`src/rtl/yadan_mem_arbiter.sv`:
```
// Three-master arbiter for the yadan single-port inst/data memory.
// Loader (m0) has priority; m1/m2 share round-robin and outrank m0 once starved.
module yadan_mem_arbiter #(
  parameter int unsigned ADDR_W       = 32,
  parameter int unsigned DATA_W       = 32,
  parameter int unsigned STARVE_LIMIT = 8
) (
  input  logic                clk,
  input  logic                rst,

  input  logic                m0_req,
  input  logic                m0_we,
  input  logic [ADDR_W-1:0]   m0_addr,
  input  logic [DATA_W-1:0]   m0_wdata,
  input  logic [DATA_W/8-1:0] m0_be,
  output logic                m0_gnt,
  output logic                m0_rvalid,
  output logic [DATA_W-1:0]   m0_rdata,

  input  logic                m1_req,
  input  logic                m1_we,
  input  logic [ADDR_W-1:0]   m1_addr,
  input  logic [DATA_W-1:0]   m1_wdata,
  input  logic [DATA_W/8-1:0] m1_be,
  output logic                m1_gnt,
  output logic                m1_rvalid,
  output logic [DATA_W-1:0]   m1_rdata,

  input  logic                m2_req,
  input  logic                m2_we,
  input  logic [ADDR_W-1:0]   m2_addr,
  input  logic [DATA_W-1:0]   m2_wdata,
  input  logic [DATA_W/8-1:0] m2_be,
  output logic                m2_gnt,
  output logic                m2_rvalid,
  output logic [DATA_W-1:0]   m2_rdata,

  output logic                mem_req,
  output logic                mem_we,
  output logic [ADDR_W-1:0]   mem_addr,
  output logic [DATA_W-1:0]   mem_wdata,
  output logic [DATA_W/8-1:0] mem_be,
  input  logic [DATA_W-1:0]   mem_rdata
);

  localparam int unsigned BE_W  = DATA_W / 8;
  localparam int unsigned CNT_W = 8;
  localparam logic [CNT_W-1:0] LIMIT = CNT_W'(STARVE_LIMIT);

  typedef enum logic [1:0] {
    OWN_M0   = 2'd0,
    OWN_M1   = 2'd1,
    OWN_M2   = 2'd2,
    OWN_NONE = 2'd3
  } owner_e;

  typedef struct packed {
    logic              we;
    logic [ADDR_W-1:0] addr;
    logic [DATA_W-1:0] wdata;
    logic [BE_W-1:0]   be;
  } mem_cmd_t;

  mem_cmd_t         cmd0, cmd1, cmd2, cmd_sel_c;
  owner_e           sel_c;
  owner_e           rsp_owner;
  logic             rsp_we;
  logic             rr_ptr;
  logic [CNT_W-1:0] starve1, starve2;
  logic             starved1_c, starved2_c;

  assign cmd0 = '{we: m0_we, addr: m0_addr, wdata: m0_wdata, be: m0_be};
  assign cmd1 = '{we: m1_we, addr: m1_addr, wdata: m1_wdata, be: m1_be};
  assign cmd2 = '{we: m2_we, addr: m2_addr, wdata: m2_wdata, be: m2_be};

  assign starved1_c = m1_req && (starve1 == LIMIT);
  assign starved2_c = m2_req && (starve2 == LIMIT);

  // Grant selection: starved core > loader > round-robin core; nothing while in reset
  always_comb begin
    sel_c = OWN_NONE;
    if (!rst) begin
      sel_c = OWN_NONE;
    end else if (starved1_c && starved2_c) begin
      sel_c = rr_ptr ? OWN_M2 : OWN_M1;
    end else if (starved1_c) begin
      sel_c = OWN_M1;
    end else if (starved2_c) begin
      sel_c = OWN_M2;
    end else if (m0_req) begin
      sel_c = OWN_M0;
    end else if (m1_req && m2_req) begin
      sel_c = rr_ptr ? OWN_M2 : OWN_M1;
    end else if (m1_req) begin
      sel_c = OWN_M1;
    end else if (m2_req) begin
      sel_c = OWN_M2;
    end
  end

  assign m0_gnt = (sel_c == OWN_M0);
  assign m1_gnt = (sel_c == OWN_M1);
  assign m2_gnt = (sel_c == OWN_M2);

  // Memory command mux; all-zero when idle
  always_comb begin
    cmd_sel_c = '0;
    case (sel_c)
      OWN_M0:  cmd_sel_c = cmd0;
      OWN_M1:  cmd_sel_c = cmd1;
      OWN_M2:  cmd_sel_c = cmd2;
      default: cmd_sel_c = '0;
    endcase
  end

  assign mem_req   = (sel_c != OWN_NONE);
  assign mem_we    = cmd_sel_c.we;
  assign mem_addr  = cmd_sel_c.addr;
  assign mem_wdata = cmd_sel_c.wdata;
  assign mem_be    = cmd_sel_c.be;

  function automatic logic [CNT_W-1:0] starve_next(input logic             req,
                                                   input logic             gnt,
                                                   input logic [CNT_W-1:0] cnt);
    if (!req || gnt) begin
      return '0;
    end
    if (cnt >= LIMIT) begin
      return LIMIT;
    end
    return cnt + CNT_W'(1);
  endfunction

  // Arbitration state and one-cycle response tracking
  always_ff @(posedge clk or negedge rst) begin
    if (!rst) begin
      rr_ptr    <= 1'b0;
      starve1   <= '0;
      starve2   <= '0;
      rsp_owner <= OWN_NONE;
      rsp_we    <= 1'b0;
    end else begin
      rsp_owner <= sel_c;
      rsp_we    <= cmd_sel_c.we;
      if (sel_c == OWN_M1) begin
        rr_ptr <= 1'b1;
      end else if (sel_c == OWN_M2) begin
        rr_ptr <= 1'b0;
      end
      starve1 <= starve_next(m1_req, m1_gnt, starve1);
      starve2 <= starve_next(m2_req, m2_gnt, starve2);
    end
  end

  assign m0_rvalid = (rsp_owner == OWN_M0);
  assign m1_rvalid = (rsp_owner == OWN_M1);
  assign m2_rvalid = (rsp_owner == OWN_M2);

  // Writes return zero data as their acknowledge
  assign m0_rdata = (m0_rvalid && !rsp_we) ? mem_rdata : '0;
  assign m1_rdata = (m1_rvalid && !rsp_we) ? mem_rdata : '0;
  assign m2_rdata = (m2_rvalid && !rsp_we) ? mem_rdata : '0;

endmodule

```
`config.mk`:
```
export PLATFORM = sky130hd
export DESIGN_NAME = yadan_mem_arbiter
export DESIGN_NICKNAME = d
export VERILOG_FILES = /design/src/rtl/yadan_mem_arbiter.sv
export SDC_FILE = /design/constraint.sdc
export NUM_CORES = 1
export LEC_CHECK = 0
export BUFFER_PORTS_ARGS = -buffer_cell sky130_fd_sc_hd__buf_4
export CORE_AREA = 2 2 163 165
export DETAILED_ROUTE_END_ITERATION = 8
export DIE_AREA = 0 0 165 167
export PLACE_DENSITY = 0.47
export SETUP_SLACK_MARGIN = 0.15
export SYNTH_ARGS = -nofsm -noshare
export SYNTH_HDL_FRONTEND = slang
export SYNTH_SLANG_ARGS = --single-unit
```
`constraint.sdc`:
```
create_clock -name clk -period 3 [get_ports clk]
set_input_delay 0.6 -clock clk [delete_from_list [all_inputs] [get_ports clk]]
set_output_delay 0.6 -clock clk [all_outputs]
set_load 0.02 [all_outputs]
```
# == Word level (Yosys, flattened, before mapping) ==
# Cells that the tools add are included.
# word_totals
register_bits,20
input_bits,244
out_inout_bits,172
word_cells,60
# op_classes
addsub,2
order_cmp,2
n_eq_ne,7
mux,29
reduce_logical,15
# op_table
cell,n
69-bit one-hot mux with 3 select lines,1
32-bit two-way mux,3
8-bit two-way mux,8
"8-bit by 1-bit adder with 8-bit output, second input constant",2
"8-bit by 4-bit == test with 1-bit output, second input constant",2
"8-bit by 4-bit >= comparator with 1-bit output, second input constant",2
2-bit two-way mux,8
1-bit two-way mux,9
1-bit logical AND,7
"2-bit by 1-bit == test with 1-bit output, second input constant",2
"2-bit == test, second input constant",2
2-bit zero test,2
1-bit zero test,3
1-bit logical OR,2
"2-bit != test, second input constant",1
2-bit nonzero test,1

# == Logic depth before layout (Yosys ltp) ==
# logic_depth
depth_word,14
depth_mapped,11
depth_no_buf,9

# == Worst setup path before layout ==
# No wires, ideal clock.
# synth_path
path_kind,reg-to-output
start,register starve2[7]
end,output mem_addr[16]
arrival_ns,2.860
required_ns,2.400
setup_slack_ns,-0.460
stages_incl_launch_ff,10
path_buffers,3
path_cell_list,dfrtp_1 or4_4 o31a_1 o211ai_1 ha_1 clkbuf_1 clkbuf_1 buf_1 a222oi_1 nor2_1
# synth_between
elab_chain_cells,8
word_cells_on_any_way,11
cone_classes,eq/ne: 3; mux: 5; reduce/logical: 3
# synth_lines
item,line,rtl
from (decl),69,"logic [CNT_W-1:0] starve1, starve2;"
from (signal assigned),151,"starve2 <= starve_next(m2_req, m2_gnt, starve2);"
8-bit by 4-bit == test with 1-bit output *,77,assign starved2_c = m2_req && (starve2 == LIMIT);
1-bit logical AND *,77,
2-bit two-way mux,88,end else if (starved2_c) begin
2-bit two-way mux,86,end else if (starved1_c) begin
2-bit two-way mux *,84,end else if (starved1_c && starved2_c) begin
2-bit two-way mux *,82,if (!rst) begin
named net sel_c[1],65,owner_e sel_c;
2-bit == test *,--,
named net m2_gnt,34,"output logic m2_gnt,"
69-bit one-hot mux with 3 select lines *,108,case (sel_c)
to (decl),40,"output logic [ADDR_W-1:0] mem_addr,"
# The timed path passes the listed nets; every way through them passes the cells marked *.

# == Final worst setup path ==
# layout_path
start,register starve2[5]
end,output mem_addr[26]
# layout_between
elab_chain_cells,8
word_cells_on_any_way,11
cone_classes,eq/ne: 3; mux: 5; reduce/logical: 3
# layout_lines
item,line
8-bit by 4-bit == test with 1-bit output *,77
1-bit logical AND *,77
2-bit two-way mux,88
2-bit two-way mux,86
2-bit two-way mux *,84
2-bit two-way mux *,82
"2-bit == test, or another cell as far along",108
69-bit one-hot mux with 3 select lines *,108
# Every way passes the cells marked *; elsewhere a longest branch is shown, timed or not.

==> out/summary.txt <==
GLOBAL ROUTE
------------------------------------------------------------------------------------------
Vias in the first global route                                                        4467
Initial antenna violation count                                                          0
GRT Overall Usage                                                                    12.4%
Remaining global-route overflow                                                          0
First-pass GRT wire length                                                        26500 um
Maximum number of pins on one net before global-route repair                            40

CRITICAL PATH
------------------------------------------------------------------------------------------
Origin of the critical flop-to-flop path                                        starve2[5]
Register-to-register path setup slack                                              0.44 ns
CP arrival                                                                         2.78 ns
Cell-by-cell listing of the critical path                                     or4_4 > o31a_1 > o211a_1 > buf_6 > ha_4 > buf_12 > a222oi_1 > nor2_2 > buf_6
Crit path from                                                                  starve2[5]
RR Endpoint                                                                     starve1[2]
Slowest Stage Delay on Critical Path                                               0.57 ns
Cell count of the worst reg-to-reg path                                                  9
Kind of critical path                                                         register to output pin
Cell type with the highest occurrence count on the critical path              sky130_fd_sc_hd__buf_6
Worst setup path end                                                          mem_addr[26]
CP Data Required Time                                                              2.40 ns
Slowest cell on crit path                                                     sky130_fd_sc_hd__or4_4
Element type at the critical path end                                           output pin
Maximum fanout along the worst path                                                      6
Setup crit start kind                                                             register

CTS
------------------------------------------------------------------------------------------
Clock latency at the later pin of the worst-skew pair                              0.25 ns
CTS Root Buffer Type                                                          sky130_fd_sc_hd__clkbuf_16
Clock slew seen by the registers of the worst setup and hold paths                 0.05 ns
Hold-fix buffer count after cts                                                          0
Worst-case clock buffer depth                                                            2
Clock tree from TritonCTS                                                              yes
Cts bufs inserted                                                                        3
Number of clock sinks                                                                   20
Clock H-tree levels                                                                      1

STA
------------------------------------------------------------------------------------------
Maximum operating frequency                                                      0.296 GHz
Setup slack of the critical path after layout                                    -0.382 ns
RSZ-0062 raised after global routing                                                   yes
Worst clock skew                                                                0.00124 ns
Hold violation count in the final report                                                 0
Setup TNS                                                                        -19.56 ns
Final min period                                                                   3.38 ns
Max Transition Viols Final                                                               0
Final period util                                                                     113%
Worst Hold Slack                                                                  0.155 ns
Final setup violation count                                                             70

PLACEMENT
------------------------------------------------------------------------------------------
Number of buffers inserted by port buffering                                           415
DPL Wire Length                                                                   14600 um
Pre-CTS setup slack                                                              -0.117 ns
Last weighted congestion value of the routability-driven placer                      0.861

ROUTE
------------------------------------------------------------------------------------------
Number of iterations in the first detailed-routing pass                                  9
Total DRC errors in the routed layout                                                    6
Routed Antenna Nets                                                                      0
Average wire length per cell after detail routing                                  17.0 um
Total number of vias                                                                  4671
Post-Route WL                                                                     19100 um
Initial DRC count                                                                      551
Routed vias/inst                                                                      4.15

LOGIC SYNTHESIS
------------------------------------------------------------------------------------------
Most used flip-flop cell after synthesis                                      sky130_fd_sc_hd__dfrtp_1
Synth warn                                                                               0
Cell area after technology mapping                                               2660 um^2
Xor and xnor fraction of the mapped netlist area                                    0.658%
Simple-gate share of the synthesized area                                            39.0%
Yosys top cell area share                                                            25.9%
Per-instance average area after synthesis                                        7.42 um^2
Synth area leader                                                             sky130_fd_sc_hd__a222oi_1
Share of synthesized cell area in full adder, half adder and majority cells          4.23%
Post-synthesis compound-gate area fraction                                           29.8%
Ys async rst share                                                                    100%
Mapped Cells                                                                           359
Leading cell types by total area after synthesis                              sky130_fd_sc_hd__a222oi_1 (26%), sky130_fd_sc_hd__and2_1 (23%), sky130_fd_sc_hd__dfrtp_1 (17%)
Number of distinct standard cells referenced by the synthesized netlist                 34
Count of flip-flops with a built-in enable after synthesis                               0
Multiplexer area fraction after synthesis                                               0%
Main combinational cell family by area after synthesis                        simple AND/OR/NAND/NOR gates
Number of storage elements in the synthesis netlist                                     20
Portion of the post-synthesis area used by sequential elements                       18.9%

FINAL LAYOUT
------------------------------------------------------------------------------------------
Layout cells sized above 1                                                           70.0%
Post-Route Utilization                                                               28.3%
# diodes                                                                                 0
Number of nets in the finished design                                                 1044
Area growth from synthesis to layout                                                  174%

FLOORPLAN
------------------------------------------------------------------------------------------
Ports placed on the boundary                                                           416
Floorplan core area                                                             25800 um^2
Floorplan die area                                                              27600 um^2
Std-Cell Rows                                                                           59
Effective utilization at floorplan                                                   10.3%
Die Wd                                                                              165 um
Height of the chip                                                                  167 um

POWER AND IR DROP
------------------------------------------------------------------------------------------
Net Sw Power                                                                      0.768 mW
LEAKAGE                                                                            3.49 nW
Switching power share of the total                                                   39.2%
Power density over the cells                                                   269 nW/um^2
Internal power summed over all cells                                               1.19 mW
Worst-case vdd ir drop                                                          0.000210 V
Fraction of power consumed by sequential logic                                       15.2%
Proportion of power drawn by the clock network                                       14.0%
Relative contribution of combinational cells to total power                          70.8%

RUN STATUS
------------------------------------------------------------------------------------------
Violated checks                                                               DRC, setup timing
Status                                                                        finished with violations

HOLD PATH
------------------------------------------------------------------------------------------
Hold/Removal Path Class                                                       primary input to async pin

JOB
------------------------------------------------------------------------------------------
Max-Cap Viols                                                                            0

## worst min path at each step
stage | start | slack, ns | cells after the start | end
6_report | rst | 0.15 | 1 | starve2[1]
5_1_grt | rst | 0.15 | 1 | starve2[0]
4_1_cts | rst | 0.16 | 1 | starve2[0]
3_5_place_dp | rst | 0.42 | 1 | starve2[0]
3_3_place_gp | rst | 0.42 | 1 | starve2[1]
2_1_floorplan | rst | 0.30 | 0 | rr_ptr
## through the flow
step | total power [mW] | instance area, um^2 | std cells
after floorplan | 0.892 | 3000 | 366
after global placement | 1.55 | 6650 | 1108
after detailed placement | 1.55 | 6650 | 1108
after CTS | 1.93 | 7110 | 1123
after global routing | 2.07 | 7290 | 1125
final | 1.96 | 7290 | 1125
## placed cells by master, fill, tap and decap left out, drive strengths merged
cell,Yosys,layout
buf,3,462
and2,96,96
nor2,80,80
a222oi,69,69
dfrtp,18,18
inv,9,9
ha,9,9
conb,1,8
clkbuf,39,4
nand2b,3,3
o211ai,3,3
nor2b,3,3
or4,2,2
nand4b,2,2
nand2,2,2
a311oi,2,2
xnor2,2,2
dfstp,2,2
o31a,2,2
o211a,2,2
or3,2,2
or2,1,1
nor4,1,1
and4b,1,1
a221o,1,1
a21bo,1,1
nor3b,1,1
nor3,1,1
o21ai,1,1
## synthesized netlist by cell type, types with 2 or more instances
library cell,instances
sky130_fd_sc_hd__a222oi_1,69
sky130_fd_sc_hd__o211ai_1,3
sky130_fd_sc_hd__nand2_1,2
sky130_fd_sc_hd__nand4b_1,2
sky130_fd_sc_hd__nor2b_1,3
sky130_fd_sc_hd__ha_1,9
sky130_fd_sc_hd__nor2_1,78
sky130_fd_sc_hd__nor2_2,2
sky130_fd_sc_hd__and2_1,96
sky130_fd_sc_hd__inv_1,9
sky130_fd_sc_hd__xnor2_1,2
sky130_fd_sc_hd__dfrtp_1,18
sky130_fd_sc_hd__o211a_1,2
sky130_fd_sc_hd__clkbuf_1,39
sky130_fd_sc_hd__a311oi_1,2
sky130_fd_sc_hd__nand2b_1,3
sky130_fd_sc_hd__dfstp_2,2
sky130_fd_sc_hd__buf_1,2
## sequential cells by signal (all words and copies together), names as in the netlist
name,count
rsp_owner,2
starve1,8
rsp_we,1
starve2,8
rr_ptr,1
## logic make-up after synthesis
group                    Yosys count
AO/OA/AOI/OAI                     81
other                              1
buffers and inverters             51
flip-flops                        20
XOR/XNOR                           2
AND/OR/NAND/NOR                  195
adder cells (fa/ha/maj)            9
## per-layer routing
| layer | vias up | share of wire (%) | global-route usage [%] |
|---|---|---|---|
| met2 | 276 | 52 | 23.0 |
| met5 | - | 0 | 0 |
| met1 | 2180 | 39 | 15.6 |
| met3 | 8 | 8.9 | 1.94 |
| li1 | 2207 | - | - |
| met4 | 0 | 0.063 | 0.416 |
## worst max-delay path, delay by kind of cell (launching register included)
family          cells  cell delay (ns)
compound gates      3             0.84
fa+ha+maj           1             0.22
simple gates        2             0.64
buf+inv             3             0.44
flops               1             0.38
## repair_timing
action                     4_1_cts  5_1_grt
setup endpoints to repair       73       73
pin swaps                       16       50
buffers inserted                 6        2
cloned                           5        0
resized for setup               52       43
## power groups by stage
| stage | sequential [mW] | combinational (mW) | clock [mW] |
|---|---|---|---|
| 2_1_floorplan | 0.298 | 0.594 | 0 |
| 5_1_grt | 0.300 | 1.47 | 0.296 |
| 4_1_cts | 0.298 | 1.35 | 0.280 |
| 3_5_place_dp | 0.302 | 1.25 | 0 |
| 6_report | 0.298 | 1.39 | 0.274 |
| 3_3_place_gp | 0.302 | 1.25 | 0 |
## area by class of cell
| type | instances | area, um^2 |
|---|---|---|
| Multi-Input combinational cell | 295 | 2250 |
| Inverter | 9 | 36.3 |
| Tap cell | 335 | 419 |
| Timing Repair Buffer | 462 | 4000 |
| Fill cell | 2777 | 18500 |
| Sequential cell | 20 | 503 |
| Clock buffer | 4 | 78.8 |
Power figures use the tool's default switching activity.
